===== src/rtl/lights_monitor_if.sv =====
// lights_monitor_if: lamp lines from the Lights sequencer plus the decoded status
// returned by the monitor. The master drives the lamps and the slave observes them.
interface lights_monitor_if #(
    parameter int REV_W = 8
);
    logic             up;
    logic             left;
    logic             down;
    logic             right;
    logic [1:0]       dir;
    logic [1:0]       pos;
    logic             valid;
    logic             step;
    logic [REV_W-1:0] rev_cnt;
    logic             stall;
    logic             err;

    modport master (
        output up, left, down, right,
        input  dir, pos, valid, step, rev_cnt, stall, err
    );

    modport slave (
        input  up, left, down, right,
        output dir, pos, valid, step, rev_cnt, stall, err
    );
endinterface


===== src/rtl/lights_monitor.sv =====
// lights_monitor: decodes the rotating-lamp pattern into direction, position,
// revolution count, stall and sticky fault status. All outputs come from registers.
module lights_monitor #(
    parameter int REV_W     = 8,
    parameter int STALL_MAX = 16
) (
    input logic            clk_i,
    input logic            rst_ni,
    lights_monitor_if.slave mon_io
);
    localparam int SW = $clog2(STALL_MAX + 1);
    localparam logic [SW-1:0] STALL_TOP = SW'(STALL_MAX);

    typedef enum logic [2:0] {IDLE, LOCK, LEFT, RIGHT, FAULT} state_e;

    state_e           state_q, state_d;
    logic [3:0]       prev_q;
    logic [REV_W-1:0] rev_q, rev_d;
    logic [1:0]       stepc_q, stepc_d;
    logic [SW-1:0]    stall_q, stall_d;
    logic             step_q, step_d;
    logic [3:0]       smp;
    logic [1:0]       s_pos, p_pos;
    logic             zero, onehot, multi, fwd, bwd, tracking;

    function automatic logic [1:0] enc(input logic [3:0] v);
        return v[3] ? 2'd0 : v[2] ? 2'd1 : v[1] ? 2'd2 : 2'd3;
    endfunction

    assign smp    = {mon_io.up, mon_io.left, mon_io.down, mon_io.right};
    assign zero   = (smp == 4'b0000);
    assign onehot = !zero && ((smp & (smp - 4'd1)) == 4'b0000);
    assign multi  = !zero && !onehot;
    assign s_pos  = enc(smp);
    assign p_pos  = enc(prev_q);
    // Left rotation advances the ring index by one, right rotation retreats by one
    assign fwd    = (s_pos == p_pos + 2'd1);
    assign bwd    = (s_pos == p_pos - 2'd1);

    always_comb begin
        state_d = state_q;
        rev_d   = rev_q;
        stepc_d = stepc_q;
        stall_d = stall_q;
        step_d  = 1'b0;
        unique case (state_q)
            IDLE: begin
                if (multi) begin
                    state_d = FAULT;
                end else if (onehot) begin
                    state_d = LOCK;
                    stall_d = SW'(1);
                end
            end
            FAULT: begin
                if (zero) begin
                    state_d = IDLE;
                    rev_d   = '0;
                    stepc_d = '0;
                    stall_d = '0;
                end
            end
            default: begin
                if (zero) begin
                    state_d = IDLE;
                    rev_d   = '0;
                    stepc_d = '0;
                    stall_d = '0;
                end else if (multi) begin
                    state_d = FAULT;
                end else if (smp == prev_q) begin
                    stall_d = (stall_q == STALL_TOP) ? stall_q : stall_q + SW'(1);
                end else if (fwd || bwd) begin
                    step_d  = 1'b1;
                    stall_d = SW'(1);
                    if ((fwd && state_q == LEFT) || (bwd && state_q == RIGHT)) begin
                        // Two-bit step count wraps to 0 exactly when a revolution completes
                        stepc_d = stepc_q + 2'd1;
                        if (stepc_q == 2'd3) rev_d = &rev_q ? rev_q : rev_q + REV_W'(1);
                    end else begin
                        state_d = fwd ? LEFT : RIGHT;
                        rev_d   = '0;
                        stepc_d = 2'd1;
                    end
                end else begin
                    state_d = FAULT;
                end
            end
        endcase
    end

    always_ff @(posedge clk_i or negedge rst_ni) begin
        if (!rst_ni) begin
            state_q <= IDLE;
            prev_q  <= '0;
            rev_q   <= '0;
            stepc_q <= '0;
            stall_q <= '0;
            step_q  <= 1'b0;
        end else begin
            state_q <= state_d;
            prev_q  <= smp;
            rev_q   <= rev_d;
            stepc_q <= stepc_d;
            stall_q <= stall_d;
            step_q  <= step_d;
        end
    end

    assign tracking       = (state_q inside {LOCK, LEFT, RIGHT});
    assign mon_io.dir     = (state_q == LEFT) ? 2'b01 : (state_q == RIGHT) ? 2'b10 : 2'b00;
    assign mon_io.valid   = tracking;
    assign mon_io.pos     = tracking ? p_pos : 2'd0;
    assign mon_io.step    = step_q;
    assign mon_io.rev_cnt = rev_q;
    assign mon_io.stall   = tracking && (stall_q == STALL_TOP);
    assign mon_io.err     = (state_q == FAULT);
endmodule


===== src/flat_wrapper.sv =====
// flat-port wrapper written by rule: the top's interface ports become plain ports
module lights_monitor_flat 
#(
    parameter int REV_W     = 8,
    parameter int STALL_MAX = 16
)
  (clk_i, rst_ni, mon_io_up, mon_io_left, mon_io_down, mon_io_right, mon_io_dir, mon_io_pos, mon_io_valid, mon_io_step, mon_io_rev_cnt, mon_io_stall, mon_io_err);
  lights_monitor_if #(.REV_W(REV_W)) mon_io_i ();
  input logic clk_i;
  input logic rst_ni;
  input wire logic [$bits(mon_io_i.up)-1:0] mon_io_up;
  input wire logic [$bits(mon_io_i.left)-1:0] mon_io_left;
  input wire logic [$bits(mon_io_i.down)-1:0] mon_io_down;
  input wire logic [$bits(mon_io_i.right)-1:0] mon_io_right;
  output wire logic [$bits(mon_io_i.dir)-1:0] mon_io_dir;
  output wire logic [$bits(mon_io_i.pos)-1:0] mon_io_pos;
  output wire logic [$bits(mon_io_i.valid)-1:0] mon_io_valid;
  output wire logic [$bits(mon_io_i.step)-1:0] mon_io_step;
  output wire logic [$bits(mon_io_i.rev_cnt)-1:0] mon_io_rev_cnt;
  output wire logic [$bits(mon_io_i.stall)-1:0] mon_io_stall;
  output wire logic [$bits(mon_io_i.err)-1:0] mon_io_err;
  assign mon_io_i.up = mon_io_up;
  assign mon_io_i.left = mon_io_left;
  assign mon_io_i.down = mon_io_down;
  assign mon_io_i.right = mon_io_right;
  assign mon_io_dir = mon_io_i.dir;
  assign mon_io_pos = mon_io_i.pos;
  assign mon_io_valid = mon_io_i.valid;
  assign mon_io_step = mon_io_i.step;
  assign mon_io_rev_cnt = mon_io_i.rev_cnt;
  assign mon_io_stall = mon_io_i.stall;
  assign mon_io_err = mon_io_i.err;
  lights_monitor #(.REV_W(REV_W), .STALL_MAX(STALL_MAX)) u_core (.clk_i(clk_i), .rst_ni(rst_ni), .mon_io(mon_io_i));
endmodule

===== config.mk =====
export PLATFORM = sky130hd
export DESIGN_NAME = lights_monitor_flat
export DESIGN_NICKNAME = d
export VERILOG_FILES = /design/src/rtl/lights_monitor_if.sv /design/src/rtl/lights_monitor.sv /design/src/flat_wrapper.sv
export SDC_FILE = /design/constraint.sdc
export NUM_CORES = 1
export LEC_CHECK = 0
export ABC_CLOCK_PERIOD_IN_PS = 5600
export BUFFER_PORTS_ARGS = -buffer_cell sky130_fd_sc_hd__buf_2
export CAP_MARGIN = 0
export CORE_UTILIZATION = 50
export CTS_BUF_LIST = sky130_fd_sc_hd__clkbuf_8
export CTS_CLUSTER_SIZE = 40
export DETAILED_ROUTE_END_ITERATION = 7
export PLACE_DENSITY_LB_ADDON = 0.12
export SYNTH_ARGS = -nofsm -noshare
export SYNTH_HDL_FRONTEND = slang
export SYNTH_SLANG_ARGS = --single-unit

===== constraint.sdc =====
create_clock -name clk_i -period 5.6 [get_ports clk_i]
set_clock_uncertainty 0.05 [all_clocks]
set_input_delay 0.56 -clock clk_i [delete_from_list [all_inputs] [get_ports clk_i]]
set_output_delay 0.56 -clock clk_i [all_outputs]
set_load 0.02 [all_outputs]

==> results.json, run 1 <==
{
  "outcome": "complete, no violations",
  "grt_pass1_vias": 1220,
  "ys_seq_area_share_pct": 38.8,
  "drive_above_1_share_pct": 21.1,
  "worstPathArrival_ns": 2.41,
  "cts_tree": "built",
  "p_leak_nw": 0.749,
  "drt_wl_total_mm": 3.04,
  "die_y_um": 56.5,
  "grt_pass1_wl_mm": 5.22,
  "end_kind": "register",
  "min_period_ns": 2.31,
  "portBuffers": 21,
  "max_slew_margin_pct": 51.7,
  "dr.pass1.iters": 4,
  "synthFlopType": "dfrtp_1",
  "synth_area_leaders": "dfrtp_1, xor2_1, a31oi_1",
  "wire_per_inst_um": 14.4,
  "async_flop_share_pct": 100,
  "crit_path_start": "mon_io_up",
  "postCtsSetupBuffers": 0,
  "fin_nets": 191,
  "synth_top_cell_by_area": "dfrtp_1",
  "cts_buffers": 3,
  "p_per_area_mw_per_mm2": 211,
  "hold_class": "in -> async",
  "area_delta_synth_final_pct": 11.4,
  "yosys.cell_types.count": 50,
  "clockBufferDepth": 2,
  "fin_setup_tns_ns": 0,
  "vias": 1278,
  "final_common_cell": "dfrtp_1",
  "drv_cap": 0,
  "viasPerCell": 6.06,
  "syn_inst": 159,
  "yosysWarnings": 0,
  "dieWidth_um": 56.5,
  "dpl_cell_area_mm2": 0.00161,
  "clk_pin_slew_ns": 0.08,
  "ant_nets": 0,
  "clockRootBuffer": "clkbuf_8",
  "globalplace.congestion": 0.880,
  "track_usage_pct": 20.6,
  "drc": 0,
  "grt_overflow": 0,
  "ys_ff_latch": 23,
  "final_cell_mix": "dfrtp_1, buf_2, nor2_1, nand2_1, a31oi_1",
  "cts.sinks": 23,
  "post-dp-hpwl_mm": 2.34,
  "antenna_found_initial": 0,
  "ios": 22,
  "setup-violations-final": 0,
  "setup_ws_ns": 3.29,
  "cp-start-kind": "primary input",
  "slew_viol_final": 0,
  "hold_violations": 0,
  "cp_data_required_time_ns": 5.70,
  "finalCritPeriodShare_pct": 41.3,
  "first_iter_violations": 38,
  "core_mm2": 0.00278,
  "r2r-start": "u_core.prev_q[2]",
  "synth-edff-count": 0,
  "preCtsSetupSlack_ns": 2.97,
  "synth.avg_cell_area_um2": 9.34,
  "peakVddDrop_uv": 168,
  "stdcell_area_mm2": 0.00165,
  "post_cts_resized": 0,
  "grt_max_degree": 24,
  "path_class": "in -> reg",
  "tightestPinTransition_ns": 0.717,
  "clkLatencyLatePin_ns": 0.26,
  "num_antenna_cells": 0,
  "rsz0062_at_grt": "false",
  "syn_area_mm2": 0.00149,
  "syn_nets": 169,
  "path_max_fanout": 10,
  "htree_levels": 1,
  "synth_top_cell_area_share_pct": 38.8,
  "start_util_pct": 53.4,
  "cts_hold_buf": 0,
  "die-area_mm2": 0.00319,
  "fmax_mhz": 433,
  "num_rows": 19
}
==> stage by stage <==
stage / hold slack, ns / cells / utilization [%] / total power (W)
floorplan: 0.214 / 159 / - / 0.000234
global placement: 0.447 / 207 / 57.8 / 0.000250
detailed placement: 0.463 / 207 / 57.8 / 0.000251
CTS: 0.227 / 211 / 59.5 / 0.000352
global route: 0.242 / 211 / 59.5 / 0.000372
finish: 0.216 / 211 / 59.5 / 0.000350
==> worst paths after layout <==
| path | end | slack, ns | depth (start not counted) |
|---|---|---|---|
| max in group asynchronous | u_core.mon_io.rev_cnt[4] | 4.93 | 1 |
| hold reg to reg | u_core.stepc_q[1] | 0.48 | 1 |
| setup reg to reg | u_core.mon_io.rev_cnt[0] | 3.38 | 6 |
| setup / recovery | u_core.mon_io.rev_cnt[0] | 3.29 | 6 |
| hold / removal | u_core.mon_io.rev_cnt[2] | 0.22 | 1 |
| min in group clk_i | u_core.prev_q[2] | 0.45 | 1 |
==> flip-flops by register name (all words and copies together), names as in the netlist <==
| name | count |
|---|---|
| u_core.stall_q | 5 |
| u_core.state_q | 3 |
| u_core.stepc_q | 2 |
| u_core.mon_io.rev_cnt | 8 |
| u_core.mon_io.step | 1 |
| u_core.prev_q | 4 |
==> worst max-delay path, cell delays in order <==
cell and delay [ns]:
buf_2 0.17, nor4_2 0.54, nand2_1 0.17, a221oi_2 0.52, o21ai_1 0.17, mux2_2 0.29
==> where the power goes <==
group,internal [W],total (W),switching (W)
logic,0.0000226,0.0000589,0.0000363
registers,0.000177,0.000190,0.0000122
clock network,0.0000495,0.000101,0.0000516
total,0.000249,0.000350,0.000100
==> cell type report <==
cell class                      count  area [um^2]
Timing Repair Buffer               21          105
Clock inverter                      1         5.00
Fill cell                         240         1130
Sequential cell                    23          576
Clock buffer                        3         41.3
Multi-Input combinational cell    123          855
Tap cell                           31         38.8
Inverter                            9         33.8
==> kinds of logic (layout without fill, tap and decap cells) <==
family,after synthesis,count (layout),share of synthesized area [%]
AO/OA/AOI/OAI,43,43,22.0
XOR/XNOR,10,10,6.82
adder cells (fa/ha/maj),4,4,3.37
buffers and inverters,13,34,3.71
flip-flops,23,23,38.8
multiplexers,7,7,4.89
AND/OR/NAND/NOR,59,59,20.5
==> per-layer routing <==
metal  GRT usage (%)  part of all wire, %
met2            34.3                   48
met3            3.00                  2.4
met4            7.32                  1.3
met5               0                    0
met1            27.3                   48
==> synth_stat cells, types with 2 or more instances <==
cell type,count
dfrtp_1,23
o21a_1,2
xnor2_1,2
and2_1,5
or3_1,2
nand2_1,13
o21ai_0,6
a31oi_1,9
xor2_1,7
a22o_1,2
nand3_1,5
nor4_1,3
inv_1,8
a2bb2oi_1,2
nor2_1,15
a21oi_1,4
ha_1,4
buf_2,2
a221oi_1,2
mux2i_1,5
a221o_1,2
nor2b_1,3
mux2_2,2
a21o_1,3
and3_1,2
nand4_1,2
(Power assumes the default switching activity.)
==> run 2, diff against run 1 <==
--- a/config.mk
+++ b/config.mk
@@ -5,7 +5,7 @@
 export SDC_FILE = /design/constraint.sdc
 export NUM_CORES = 1
 export LEC_CHECK = 0
-export ABC_CLOCK_PERIOD_IN_PS = 5600
+export ABC_CLOCK_PERIOD_IN_PS = 2100
 export BUFFER_PORTS_ARGS = -buffer_cell sky130_fd_sc_hd__buf_2
 export CAP_MARGIN = 0
 export CORE_UTILIZATION = 50
==> constraint.sdc (replaced) <==
create_clock -name clk_i -period 2.1 [get_ports clk_i]
set_clock_uncertainty 0.05 [all_clocks]
set_input_delay 0.21 -clock clk_i [delete_from_list [all_inputs] [get_ports clk_i]]
set_output_delay 0.21 -clock clk_i [all_outputs]
set_load 0.02 [all_outputs]
==> results.json, run 2 (synthesized netlist as in run 1, its figures left out) <==
{
  "end_kind": "register",
  "clkLatencyLatePin_ns": 0.26,
  "fmax_mhz": 496,
  "crit_path_max_incr_delay_ns": 0.42,
  "antenna_found_initial": 0,
  "p_per_area_mw_per_mm2": 542,
  "globalplace.congestion": 0.856,
  "drv_cap": 0,
  "max_slew_margin_pct": 65.2,
  "cts_tree": "built",
  "ios": 22,
  "rrSetupSlack_ns": 0.09,
  "finalCritPeriodShare_pct": 95.9,
  "ff2ff_path_depth": 7,
  "clockRootBuffer": "clkbuf_8",
  "min_period_ns": 2.01,
  "grt_pass1_wl_mm": 5.73,
  "crit_chain": "o21ba_4 -> xnor3_1 -> nand2_2 -> or3_4 -> buf_4 -> a21o_1 -> a31oi_1",
  "cell_internal_pwr_w": 0.000687,
  "hold_class": "in -> reg",
  "worstPathArrival_ns": 2.15,
  "dr.pass1.iters": 4,
  "tightestPinTransition_ns": 0.523,
  "cp-start-kind": "register",
  "multi_input_area_um2": 880,
  "peakVddDrop_uv": 502,
  "largest_reg_flops": 8,
  "vias": 1345,
  "p_comb_share_pct": 20.0,
  "final_common_cell": "dfrtp_1",
  "slew_viol_final": 0,
  "stdcell_area_mm2": 0.00180,
  "num_antenna_cells": 0,
  "switchingPower_w": 0.000289,
  "power_w": 0.000976,
  "path_class": "reg -> reg",
  "ant_nets": 0,
  "seqCellArea_um2": 576,
  "hold_end": "u_core.prev_q[2]",
  "pwr-share-clk_pct": 28.8,
  "clk_pin_slew_ns": 0.09,
  "switching_share_pct": 29.6,
  "track_usage_pct": 22.8,
  "p_leak_nw": 0.832,
  "r2r-start": "u_core.prev_q[1]",
  "dieWidth_um": 56.5,
  "fin_util_pct": 64.8,
  "cpLargestDelayFamily": "compound AO/OA/AOI/OAI gates",
  "viasPerCell": 5.93,
  "wire_per_inst_um": 14.9,
  "min-delay-start": "mon_io_left",
  "grt_max_degree": 24,
  "drt_wl_total_mm": 3.38,
  "outcome": "complete, no violations",
  "hold_violations": 0,
  "first_iter_violations": 67,
  "power_frac_seq_pct": 51.2,
  "worst-path-buf-inv": 1,
  "dpl_cell_area_mm2": 0.00171,
  "clockBufferDepth": 2,
  "start_util_pct": 53.4,
  "grt_overflow": 0,
  "die-area_mm2": 0.00319,
  "area_delta_synth_final_pct": 21.3,
  "holdPathStages": 1,
  "htree_levels": 1,
  "cts_buffers": 3,
  "fin_nets": 207,
  "setup-violations-final": 0,
  "post-dp-hpwl_mm": 2.55,
  "core_mm2": 0.00278,
  "num_rows": 19,
  "drive_above_1_share_pct": 29.1,
  "cp_data_required_time_ns": 2.24,
  "fill_cells": 234,
  "r2r-end": "u_core.mon_io.rev_cnt[2]",
  "die_y_um": 56.5,
  "cts.sinks": 23,
  "portBuffers": 21,
  "final_cell_mix": "dfrtp_1, buf_2, nor2_1, buf_4, nand2_1",
  "grt_pass1_vias": 1319,
  "cpMaxStageDelayCell": "dfrtp_1",
  "drc": 0,
  "path_max_fanout": 5
}
run 2: worst reg2reg max path, cell delays in order (launching register included):
cell and delay [ns]:
dfrtp_1 0.42, o21ba_4 0.22, xnor3_1 0.31, nand2_2 0.08
or3_4 0.39, buf_4 0.16, a21o_1 0.15, a31oi_1 0.17
run 2: worst max-delay path by stage:
stage	startpoint	endpoint	cells after the start	slack [ns]
finish	u_core.prev_q[1]	u_core.mon_io.rev_cnt[2]	7	0.09
global route	u_core.prev_q[2]	u_core.mon_io.rev_cnt[5]	8	-0.04
CTS	u_core.prev_q[2]	u_core.stall_q[3]	7	0.03
detailed placement	u_core.prev_q[2]	u_core.stall_q[4]	7	0.03
global placement	u_core.prev_q[1]	u_core.mon_io.rev_cnt[0]	6	0.11
floorplan	u_core.prev_q[2]	u_core.mon_io.rev_cnt[0]	7	0.02
run 2: power groups by stage:
stage / registers (W) / logic [W] / clock network (W)
floorplan: 0.000502 / 0.000122 / 0
global route: 0.000504 / 0.000220 / 0.000301
detailed placement: 0.000507 / 0.000185 / 0
CTS: 0.000499 / 0.000187 / 0.000284
global placement: 0.000506 / 0.000178 / 0
finish: 0.000500 / 0.000195 / 0.000281
run 2: timing repair:
item,4_1_cts,5_1_grt
endpoints found under the setup margin,0,11
hold endpoints to repair,23,0
hold buffers,1,0
setup buffers,0,2
resized for setup,0,5
run 2: final cells by class:
cell class / count / area share, %
clock buffers: 3 / 2.29
repair buffers: 37 / 12.6
well taps: 31 / 2.15
multi-input cells: 123 / 48.8
clock inverters: 1 / 0.278
flip-flops and latches: 23 / 31.9
inverters: 9 / 1.87
run 2: stage by stage:
stage	hold WS (ns)	setup WS, ns	TNS (ns)	instances
floorplan	-0.136	0.0194	0	159
global placement	0.164	0.110	0	220
detailed placement	0.169	0.0299	0	220
CTS	0.0965	0.0258	0	225
global route	0.0974	-0.0350	-0.0423	227
finish	0.101	0.0855	0	227
run 2: layer usage:
metal | part of all wire (%) | GRT usage (%) | vias to the layer above
li1 | - | - | 649
met1 | 45 | 30.1 | 645
met2 | 49 | 38.3 | 46
met3 | 4.6 | 2.76 | 5
met4 | 1.3 | 8.36 | 0
met5 | 0 | 0 | -
==> run 3, diff against run 2 <==
--- a/config.mk
+++ b/config.mk
@@ -7,12 +7,13 @@
 export LEC_CHECK = 0
 export ABC_CLOCK_PERIOD_IN_PS = 2100
 export BUFFER_PORTS_ARGS = -buffer_cell sky130_fd_sc_hd__buf_2
-export CAP_MARGIN = 0
+export CAP_MARGIN = 20
 export CORE_UTILIZATION = 50
 export CTS_BUF_LIST = sky130_fd_sc_hd__clkbuf_8
 export CTS_CLUSTER_SIZE = 40
 export DETAILED_ROUTE_END_ITERATION = 7
 export PLACE_DENSITY_LB_ADDON = 0.12
+export SETUP_SLACK_MARGIN = 0.1
 export SYNTH_ARGS = -nofsm -noshare
 export SYNTH_HDL_FRONTEND = slang
 export SYNTH_SLANG_ARGS = --single-unit
==> results.json, run 3 (synthesized netlist as in run 1, its figures left out) <==
{
  "cp_data_required_time_ns": 2.21,
  "portBuffers": 21,
  "globalplace.congestion": 0.912,
  "peakVddDrop_uv": 377,
  "final_cell_mix": "dfrtp_1, buf_2, nor2_1, nand2_1, buf_4",
  "worstPathArrival_ns": 2.10,
  "fill_cells": 251,
  "cell_internal_pwr_w": 0.000682,
  "crit_chain": "o21ba_4 -> xnor3_1 -> nand2_2 -> or3_4 -> o21a_1 -> mux2_2",
  "clockRootBuffer": "clkbuf_8",
  "hold_violations": 0,
  "wire_per_inst_um": 15.0,
  "grt-busiest-layer": "met2",
  "cp-start-kind": "register",
  "grt_overflow": 0,
  "cts_tree": "built",
  "grt_util_met1_pct": 27.7,
  "viasPerCell": 5.91,
  "die_y_um": 56.5,
  "final_common_cell": "dfrtp_1",
  "max_slew_margin_pct": 65.2,
  "tightestPinTransition_ns": 0.521,
  "die-area_mm2": 0.00319,
  "first_iter_violations": 59,
  "grt_pass1_vias": 1242,
  "drv_cap": 0,
  "p_per_area_mw_per_mm2": 533,
  "end_kind": "register",
  "pwr-share-clk_pct": 28.3,
  "post-dp-hpwl_mm": 2.40,
  "switchingPower_w": 0.000276,
  "core_mm2": 0.00278,
  "start_util_pct": 53.4,
  "min_period_ns": 1.99,
  "fmax_mhz": 502,
  "area_delta_synth_final_pct": 21.0,
  "slew_viol_final": 0,
  "drt_wl_total_mm": 3.38,
  "switching_share_pct": 28.8,
  "cts.sinks": 23,
  "power_frac_seq_pct": 52.1,
  "clockBufferDepth": 2,
  "cts_buffers": 3,
  "power_w": 0.000959,
  "dr.pass1.iters": 4,
  "hold_class": "in -> reg",
  "largest_reg_flops": 8,
  "num_rows": 19,
  "ant_nets": 0,
  "antenna_found_initial": 0,
  "clkLatencyLatePin_ns": 0.26,
  "path_class": "reg -> reg",
  "cpLargestDelayFamily": "flip-flops",
  "cpMaxStageDelayCell": "dfrtp_2",
  "num_antenna_cells": 0,
  "fin_nets": 205,
  "drc": 0,
  "track_usage_pct": 21.6,
  "p_leak_nw": 0.828,
  "use_met3_pct": 3.00,
  "setup-violations-final": 0,
  "crit_path_max_incr_delay_ns": 0.45,
  "ios": 22,
  "rsz0062_at_grt": "true",
  "finalCritPeriodShare_pct": 94.9,
  "path_max_fanout": 5,
  "p_comb_share_pct": 19.7,
  "dieWidth_um": 56.5,
  "grt_max_degree": 24,
  "outcome": "complete, no violations",
  "vias": 1330,
  "clk_pin_slew_ns": 0.08,
  "worst-path-buf-inv": 0,
  "drive_above_1_share_pct": 29.4,
  "fin_setup_tns_ns": 0,
  "htree_levels": 1,
  "gr-usage-met2_pct": 36.6,
  "grt_pass1_wl_mm": 5.38
}
[run 3: final timing paths]
check	start	endpoint	slack, ns	cells after the start
min in group asynchronous	rst_ni	u_core.stepc_q[0]	0.40	2
max in group asynchronous	rst_ni	u_core.prev_q[2]	1.23	2
setup reg to reg	u_core.prev_q[2]	u_core.mon_io.rev_cnt[0]	0.11	6
setup / recovery	u_core.prev_q[2]	u_core.mon_io.rev_cnt[0]	0.11	6
hold reg to reg	u_core.stepc_q[1]	u_core.stepc_q[1]	0.48	1
hold / removal	mon_io_left	u_core.prev_q[2]	0.1	1
[run 3: layer usage]
| metal | up-vias | wire length (um) |
|---|---|---|
| met5 | - | 0 |
| met4 | 0 | 74 |
| met3 | 7 | 126 |
| met2 | 41 | 1640 |
| met1 | 633 | 1550 |
| li1 | 649 | - |
[run 3: power groups by stage]
stage / Combinational [W] / Clock, W / Sequential [W]
floorplan: 0.000122 / 0 / 0.000502
global placement: 0.000173 / 0 / 0.000507
detailed placement: 0.000177 / 0 / 0.000507
CTS: 0.000180 / 0.000282 / 0.000499
global route: 0.000210 / 0.000294 / 0.000505
finish: 0.000189 / 0.000271 / 0.000499
[run 3: what timing repair did]
item                                   in CTS  in global routing
hold buffers                                1                  0
resized for setup                           1                  7
setup endpoints to repair                   4                 13
pin swaps                                   1                  2
setup buffers                               2                  1
endpoints found under the hold margin      23                  0
[run 3: layout make-up]
cell class	instances	area, um^2	area share (%)
Inverter	9	33.8	1.88
Multi-Input combinational cell	123	886	49.3
Tap cell	31	38.8	2.16
Timing Repair Buffer	35	216	12.0
Clock inverter	1	3.75	0.209
Sequential cell	23	577	32.1
Clock buffer	3	41.3	2.30
[run 3: per-stage QoR]
step	hold slack [ns]	cells	util [%]	cell area, um^2	worst slack (ns)
2_1_floorplan	-0.136	159	-	1490	0.111
3_3_place_gp	0.161	217	60.6	1690	0.121
3_5_place_dp	0.175	217	60.6	1690	0.0898
4_1_cts	0.0969	224	63.3	1760	0.111
5_1_grt	0.0959	225	64.6	1800	0.0372
6_report	0.0969	225	64.6	1800	0.108
